## config.mk

```make
export PLATFORM = sky130hd
export DESIGN_NAME = lsu_mem_if
export DESIGN_NICKNAME = d
export VERILOG_FILES = /design/src/rtl/lsu_mem_if.sv
export SDC_FILE = /design/constraint.sdc
export NUM_CORES = 1
export LEC_CHECK = 0
export CORE_MARGIN = 2
export CORE_UTILIZATION = 43
export DETAILED_ROUTE_END_ITERATION = 6
export GPL_ROUTABILITY_DRIVEN = 1
export PLACE_DENSITY = 0.86
export SLEW_MARGIN = 10
export SYNTH_ARGS = -nofsm -noshare
export SYNTH_HDL_FRONTEND = slang
export SYNTH_SLANG_ARGS = --single-unit
```

## constraint.sdc

```tcl
create_clock -name clk -period 2 [get_ports clk]
set_input_delay 0.3 -clock clk [delete_from_list [all_inputs] [get_ports clk]]
set_output_delay 0.3 -clock clk [all_outputs]
set_load 0.02 [all_outputs]
```

## src/rtl/lsu_mem_if.sv

```systemverilog
// Load/store unit: turns one execute-stage load/store into a word-indexed
// memory transaction and returns extended load data or an alignment fault.
module lsu_mem_if #(
  parameter int unsigned IDX_W = 15
) (
  input  logic             clk,
  input  logic             rst_n,
  input  logic             req_valid,
  output logic             req_ready,
  input  logic             is_load,
  input  logic             is_store,
  input  logic [5:0]       alucode,
  input  logic [31:0]      addr,
  input  logic [31:0]      w_data,
  output logic             rsp_valid,
  output logic [31:0]      rsp_data,
  output logic             misaligned,
  output logic             mem_req,
  output logic             mem_we,
  output logic [3:0]       mem_be,
  output logic [IDX_W-1:0] mem_addr,
  output logic [31:0]      mem_wdata,
  input  logic             mem_gnt,
  input  logic             mem_rvalid,
  input  logic [31:0]      mem_rdata
);

  localparam logic [5:0] ALU_LB  = 6'd11;
  localparam logic [5:0] ALU_LH  = 6'd12;
  localparam logic [5:0] ALU_LW  = 6'd13;
  localparam logic [5:0] ALU_LBU = 6'd14;
  localparam logic [5:0] ALU_LHU = 6'd15;
  localparam logic [5:0] ALU_SB  = 6'd16;
  localparam logic [5:0] ALU_SH  = 6'd17;
  localparam logic [5:0] ALU_SW  = 6'd18;

  typedef enum logic [1:0] {S_IDLE, S_ISSUE, S_WAIT_R, S_DONE} state_t;

  state_t           r_state, w_state_nxt;
  logic [5:0]       r_op, w_op_nxt;
  logic [1:0]       r_lane, w_lane_nxt;
  logic             r_req_ready, w_req_ready_nxt;
  logic             r_rsp_valid, w_rsp_valid_nxt;
  logic [31:0]      r_rsp_data, w_rsp_data_nxt;
  logic             r_misaligned, w_misaligned_nxt;
  logic             r_mem_req, w_mem_req_nxt;
  logic             r_mem_we, w_mem_we_nxt;
  logic [3:0]       r_mem_be, w_mem_be_nxt;
  logic [IDX_W-1:0] r_mem_addr, w_mem_addr_nxt;
  logic [31:0]      r_mem_wdata, w_mem_wdata_nxt;

  logic             w_st, w_ld, w_known, w_fault;
  logic [3:0]       w_be;
  logic [31:0]      w_wdata;
  logic [7:0]       w_byte;
  logic [15:0]      w_half;
  logic [31:0]      w_ext;
  logic             w_unused;

  // Upper address bits beyond the word index are deliberately ignored.
  assign w_unused = ^addr[31:IDX_W+2];

  // Decode the incoming request: legality, alignment, byte enables, lane data.
  always_comb begin
    w_st    = is_store;
    w_ld    = is_load & ~is_store;
    w_known = 1'b0;
    w_fault = 1'b0;
    w_be    = 4'hF;
    w_wdata = 32'h0;
    case (alucode)
      ALU_LB, ALU_LBU: w_known = w_ld;
      ALU_LH, ALU_LHU: begin
        w_known = w_ld;
        w_fault = w_ld & addr[0];
      end
      ALU_LW: begin
        w_known = w_ld;
        w_fault = w_ld & (addr[1:0] != 2'b00);
      end
      ALU_SB: begin
        w_known = w_st;
        w_be    = 4'b0001 << addr[1:0];
        w_wdata = {4{w_data[7:0]}};
      end
      ALU_SH: begin
        w_known = w_st;
        w_fault = w_st & addr[0];
        w_be    = addr[1] ? 4'b1100 : 4'b0011;
        w_wdata = {2{w_data[15:0]}};
      end
      ALU_SW: begin
        w_known = w_st;
        w_fault = w_st & (addr[1:0] != 2'b00);
        w_be    = 4'hF;
        w_wdata = w_data;
      end
      default: ;
    endcase
  end

  // Select the addressed lane of the read word and extend it.
  always_comb begin
    case (r_lane)
      2'd1:    w_byte = mem_rdata[15:8];
      2'd2:    w_byte = mem_rdata[23:16];
      2'd3:    w_byte = mem_rdata[31:24];
      default: w_byte = mem_rdata[7:0];
    endcase
    w_half = r_lane[1] ? mem_rdata[31:16] : mem_rdata[15:0];
    case (r_op)
      ALU_LB:  w_ext = {{24{w_byte[7]}}, w_byte};
      ALU_LBU: w_ext = {24'h0, w_byte};
      ALU_LH:  w_ext = {{16{w_half[15]}}, w_half};
      ALU_LHU: w_ext = {16'h0, w_half};
      ALU_LW:  w_ext = mem_rdata;
      default: w_ext = 32'h0;
    endcase
  end

  // Next state and next registered outputs; outputs default to zero.
  always_comb begin
    w_state_nxt      = r_state;
    w_op_nxt         = r_op;
    w_lane_nxt       = r_lane;
    w_req_ready_nxt  = 1'b0;
    w_rsp_valid_nxt  = 1'b0;
    w_rsp_data_nxt   = 32'h0;
    w_misaligned_nxt = 1'b0;
    w_mem_req_nxt    = 1'b0;
    w_mem_we_nxt     = 1'b0;
    w_mem_be_nxt     = 4'h0;
    w_mem_addr_nxt   = '0;
    w_mem_wdata_nxt  = 32'h0;
    case (r_state)
      S_IDLE: begin
        if (req_valid && (is_load || is_store)) begin
          w_op_nxt   = alucode;
          w_lane_nxt = addr[1:0];
          if (w_known && !w_fault) begin
            w_state_nxt     = S_ISSUE;
            w_mem_req_nxt   = 1'b1;
            w_mem_we_nxt    = w_st;
            w_mem_be_nxt    = w_be;
            w_mem_addr_nxt  = addr[IDX_W+1:2];
            w_mem_wdata_nxt = w_wdata;
          end else begin
            w_state_nxt      = S_DONE;
            w_rsp_valid_nxt  = 1'b1;
            w_misaligned_nxt = w_fault;
          end
        end else begin
          w_req_ready_nxt = 1'b1;
        end
      end
      S_ISSUE: begin
        if (mem_gnt) begin
          if (r_mem_we) begin
            w_state_nxt     = S_DONE;
            w_rsp_valid_nxt = 1'b1;
          end else begin
            w_state_nxt = S_WAIT_R;
          end
        end else begin
          w_mem_req_nxt   = 1'b1;
          w_mem_we_nxt    = r_mem_we;
          w_mem_be_nxt    = r_mem_be;
          w_mem_addr_nxt  = r_mem_addr;
          w_mem_wdata_nxt = r_mem_wdata;
        end
      end
      S_WAIT_R: begin
        if (mem_rvalid) begin
          w_state_nxt     = S_DONE;
          w_rsp_valid_nxt = 1'b1;
          w_rsp_data_nxt  = w_ext;
        end
      end
      S_DONE: begin
        w_state_nxt     = S_IDLE;
        w_req_ready_nxt = 1'b1;
      end
      default: begin
        w_state_nxt     = S_IDLE;
        w_req_ready_nxt = 1'b1;
      end
    endcase
  end

  // State and output registers.
  always_ff @(posedge clk or negedge rst_n) begin
    if (!rst_n) begin
      r_state      <= S_IDLE;
      r_op         <= 6'h0;
      r_lane       <= 2'h0;
      r_req_ready  <= 1'b1;
      r_rsp_valid  <= 1'b0;
      r_rsp_data   <= 32'h0;
      r_misaligned <= 1'b0;
      r_mem_req    <= 1'b0;
      r_mem_we     <= 1'b0;
      r_mem_be     <= 4'h0;
      r_mem_addr   <= '0;
      r_mem_wdata  <= 32'h0;
    end else begin
      r_state      <= w_state_nxt;
      r_op         <= w_op_nxt;
      r_lane       <= w_lane_nxt;
      r_req_ready  <= w_req_ready_nxt;
      r_rsp_valid  <= w_rsp_valid_nxt;
      r_rsp_data   <= w_rsp_data_nxt;
      r_misaligned <= w_misaligned_nxt;
      r_mem_req    <= w_mem_req_nxt;
      r_mem_we     <= w_mem_we_nxt;
      r_mem_be     <= w_mem_be_nxt;
      r_mem_addr   <= w_mem_addr_nxt;
      r_mem_wdata  <= w_mem_wdata_nxt;
    end
  end

  assign req_ready  = r_req_ready;
  assign rsp_valid  = r_rsp_valid;
  assign rsp_data   = r_rsp_data;
  assign misaligned = r_misaligned;
  assign mem_req    = r_mem_req;
  assign mem_we     = r_mem_we;
  assign mem_be     = r_mem_be;
  assign mem_addr   = r_mem_addr;
  assign mem_wdata  = r_mem_wdata;

endmodule
```

# Word level (Yosys, flattened, before mapping)
# Index checks and enable logic that the tools add are counted.
# classes
n_eq_ne	22
n_shift	1
muxes	47
bitwise	6
n_reduce_logical	11
# ops
cell	n
two-way mux 32 bit	5
case mux 32 bit (5 select lines)	1
case mux 32 bit (3 select lines)	1
case mux 32 bit (2 select lines)	1
== test 6 x 4 -> 1 bit, second input constant	10
two-way mux 15 bit	3
case mux 15 bit (2 select lines)	1
case mux 8 bit (3 select lines)	1
== test 6 x 5 -> 1 bit, second input constant	3
two-way mux 1 bit	16
two-way mux 16 bit	1
two-way mux 4 bit	4
case mux 4 bit (2 select lines)	2
== test 2 bit, second input constant	4
two-way mux 2 bit	4
case mux 1 bit (2 select lines)	4
case mux 2 bit (4 select lines)	1
!= test 2 bit, second input constant	3
AND 1 bit	5
OR reduction 5 bit	1
== test 2 x 1 -> 1 bit, second input constant	2
case mux 1 bit (4 select lines)	1
<< shifter 1 x 2 -> 4 bit, first input constant	1
case mux 1 bit (3 select lines)	1
other kinds (10)	11
# totals
register_bits	98
inputBits	109
word_cells	99

# Depth between registers and ports, before layout
# depth
word_depth	9
mapped_depth	7
ltp_nobuf	6

# Worst setup path before layout
# OpenSTA, ideal clock, no wires.
# synth_path
path_type	flip-flop to flip-flop
startpoint	register r_lane[1]
endpoint	register r_rsp_data[21], in the netlist rsp_data[21]
arrival_ps	1676
required_ps	1864
path_slack_ps	188
path_stages_with_launch	6
n_path_buf	2
path_cell_list	dfrtp_1 -> buf_1 -> mux2_2 -> a31oi_2 -> buf_2 -> a21oi_1
# synth_between
elab_chain_cells	5
# synth_lines
item	line	source
start, declared	41	logic [1:0] r_lane, w_lane_nxt;
start signal, assigned	208	r_lane <= w_lane_nxt;
== test 2 bit or == test 2 x 1 -> 1 bit (tied branches)	104	case (r_lane)
case mux 8 bit (3 select lines)	104	
case mux 32 bit (5 select lines) *	111	case (r_op)
two-way mux 32 bit *	173	if (mem_rvalid) begin
two-way mux 32 bit *	135	case (r_state)
net w_rsp_data_nxt[21]	44	logic [31:0] r_rsp_data, w_rsp_data_nxt;
end signal, assigned	211	r_rsp_data <= w_rsp_data_nxt;
end, declared	44	
# The timed path passes the listed nets; every way through them passes the cells marked *.
# A chain may end at the register's enable or synchronous reset.

# Worst setup path in the final report
# layout_path
startpoint	input alucode[4]
endpoint	register r_mem_wdata[5], in the netlist mem_wdata[5]
# layout_between
elab_chain_cells	8
# layout_lines
item	line	source
start, declared	12	input logic [5:0] alucode,
== test 6 x 4 -> 1 bit	71	case (alucode)
OR reduction 2 bit	71	
case mux 1 bit (4 select lines)	71	
logical NOT 1 bit	140	if (w_known && !w_fault) begin
logical AND 1 bit	140	
two-way mux 32 bit *	140	
two-way mux 32 bit *	137	if (req_valid && (is_load || is_store)) begin
case mux 32 bit (2 select lines) *	135	
end signal, assigned	217	r_mem_wdata <= w_mem_wdata_nxt;
end, declared	50	logic [31:0] r_mem_wdata, w_mem_wdata_nxt;
# Mark *: on every way between the ends. The rest lies on a longest branch, timed or not.

==> run_results.csv <==
group,metric,value,unit
run_status,outcome,"completed",
layout,nNetsFinal,818,
synthesis,synthArstFlopShare,1.00,
worst_setup_path,worstPathCellList,"clkdlybuf4s50_1 -> nor3b_1 -> buf_4 -> nand3_1 -> o22a_1 -> a2111oi_4 -> buf_4 -> a22o_1",
synthesis,yosys.area.top_type_share,0.505,
layout,drive_gt1_frac,0.107,
die,initial_core_util,0.442,
grt,grt_max_degree,55,
placement,gp_congestion,0.928,
die,coreArea,0.0109,mm²
worst_setup_path,endpoint_kind,"flip-flop",
clock_tree,clockRootBuffer,"clkbuf_8",
worst_setup_path,cp_common_cell,"buf_4",
sta,tightest_slew,0.493,ns
placement,place_area,0.00697,mm²
drt,vias_per_cell,5.76,
sta,finalClockSkew,0.00549,ns
clock_tree,cts.path.max_buffers,2,
layout,stdcell_count,849,
grt,overflow,0,
die,die_area,0.0120,mm²
clock_tree,htreeDepth,3,
die,rows,38,
drt,first_pass_iters,7,
synthesis,yosys_warnings,0,
layout,syn_to_final_growth,50.0,%
placement,port_buffers,181,
drt,ant_nets,0,
drt,finalWirelength,15200,µm
sta,max_freq,515,MHz
sta,setup_viol,0,
worst_setup_path,critical_path.max_fanout,8,
die,fp.dieH,110,µm
grt,antenna_found_initial,0,
synthesis,synth_cell_type_count,46,
worst_setup_path,slowest_stage,"clkdlybuf4s50_1",
synthesis,synth-seq-cells,98,
worst_setup_path,crit_required,2.31,ns
grt,grt_pass1_wl,23600,µm
layout,fillers,859,
drt,routed-via-count,4889,
pwr,cellLeakagePower,2.96,nW
placement,hpwl,11000,µm
worst_setup_path,worstSetupPathType,"in2reg",
sta,finalCritPeriodShare,0.970,
die,fp.dieW,110,µm
synthesis,synth.largest_area_cell,"dfrtp_1",
drt,drtIter0Drc,355,
pwr,ir_worst_vdd,0.433,mV
clock_tree,cts_buffers,9,
layout,fin_area,0.00721,mm²
sta,rsz0062_at_grt,"true",
clock_tree,clock_latency,0.37,ns
layout,diodes,0,
worst_hold_path,min_path_type,"in2async",
synthesis,synth_edf_count,0,
grt,grt.total_usage,0.255,
sta,hold_viol,0,
synthesis,synth.avg_cell_area,9.41,µm²
die,pin_count,197,
sta,drv_slew,0,
clock_tree,cts_tree,"done",
grt,grt_pass1_vias,4818,
sta,fin_crit,1.94,ns
flow_run,drv_cap,0,
worst_setup_path,arrival,2.25,ns
synthesis,synthesis.area,0.00481,mm²
synthesis,postSynthCellCount,511,
drt,wl_per_cell,17.9,µm
sta,slew_headroom,0.671,
synthesis,synth_fp_nets,624,
pwr,power_density,791,mW/mm²
clock_tree,path_clk_slew,0.10,ns
synthesis,yosysSeqAreaShare,0.510,
clock_tree,cts.sinks,98,
synthesis,synth.area.top_cells,"dfrtp_1, a21oi_1, nand2_1",
worst_setup_path,start_kind,"primary input",
worst_setup_path,max_stage_delay,0.50,ns
synthesis,ys.flop_type,"dfrtp_1",
placement,placed_cells,833,
drt,drc,0,
==> stage by stage <==
| stage | worst slack [ns] | hold slack (ns) | TNS (ns) | total power [mW] | util |
|---|---|---|---|---|---|
| floorplan | 0.188 | 0.00441 | 0 | 3.45 | - |
| global placement | -0.235 | 0.267 | -6.82 | 4.16 | 0.640 |
| global route | -0.00585 | 0.455 | -0.00770 | 5.99 | 0.662 |
| finish | 0.0601 | 0.429 | 0 | 5.70 | 0.662 |
| detailed placement | -0.317 | 0.267 | -13.08 | 4.25 | 0.640 |
| CTS | 0.0554 | 0.426 | 0 | 5.69 | 0.662 |
==> worst paths after layout <==
path	slack [ns]	end	from	depth (start not counted)
max	0.06	mem_wdata[5]$_DFFE_PN0P_	alucode[4]	8
min	0.43	rsp_data[25]$_DFF_PN0_	rst_n	2
max reg2reg	0.10	mem_wdata[5]$_DFFE_PN0P_	r_state[0]$_DFFE_PN0P_	7
min reg2reg	0.49	mem_wdata[29]$_DFFE_PN0P_	mem_wdata[29]$_DFFE_PN0P_	2
max in group asynchronous	0.97	req_ready$_DFF_PN1_	rst_n	3
min in group clk	0.48	mem_addr[9]$_DFFE_PN0P_	addr[11]	3
==> metal layers <==
metal	global-route usage	vias to the layer above	routed length [µm]
met5	0	-	0
met1	0.292	2349	5660
li1	-	2204	-
met3	0.0771	34	1620
met2	0.446	302	7490
met4	0.0949	0	416
==> worst max-delay path: cells and delay by family <==
kind                   cells  cell delay, ns
AOI/OAI and AO/OA          3            0.72
and+or+nand+nor            2            0.34
buffers and inverters      3            0.89
==> power breakdown <==
part           total, mW  internal [mW]  leakage [nW]  switching [mW]
combinational       2.04          0.904          1.51            1.13
sequential          2.21           2.11          1.34          0.0952
clock               1.45          0.766         0.108           0.688
==> repair_timing <==
action / CTS / global route
endpoints found under the setup margin: 0 / 4
hold endpoints to repair: 31 / 0
gates resized for setup: 0 / 1
hold buffers: 1 / 0
setup buffers: 0 / 0
==> kinds of logic after synthesis <==
kind of cell / synth area share
buf+inv: 0.0370
flops: 0.510
xor+xnor: 0.00182
compound gates: 0.246
mux: 0.0580
simple gates: 0.137
fa+ha+maj: 0.0104
==> final cells by class <==
type                            count  area (µm²)  area share
Multi-Input combinational cell    369        2190       0.303
Clock buffer                       11         151      0.0210
Timing Repair Buffer              220        2140       0.297
Inverter                            7        26.3     0.00364
Clock inverter                      4        75.1      0.0104
Sequential cell                    98        2450       0.340
Tap cell                          140         175      0.0243
==> layout by cell type, fill, tap and decap left out, types with 8 or more instances in the layout <==
cell type          n
a22o_1             8
clkbuf_8          11
o21ai_0           62
dfrtp_1           97
nand2_1          106
buf_4             36
nor2_1             9
nand2b_1          12
clkdlybuf4s50_1  180
o221ai_1          14
a21oi_1           83
a21boi_0           8
mux4_2             8
==> synth_stat cells (2+ instances only) <==
cell      count
nor2_1        9
nand2_1     107
nor3b_1       2
mux2_2        7
nor2b_1       5
buf_2         4
buf_1         2
a22o_1        8
nand4b_1      2
nand2b_1     12
o21ai_0      62
mux4_2        8
o31ai_1       4
a21boi_0      8
inv_1         7
nand3_1       6
and3_1        2
mux2i_1       2
a21oi_1      83
dfrtp_1      97
a211oi_1      3
o221ai_1     14
a211o_1       2
clkbuf_1     30
ha_1          4
==> state kept, by name, summed over array words and instances (netlist names) <==
register,count
mem_addr,15
req_ready,1
rsp_valid,1
r_state,2
r_op,6
misaligned,1
mem_wdata,32
mem_we,1
mem_req,1
rsp_data,32
mem_be,4
r_lane,2
(Power assumes the default switching activity.)
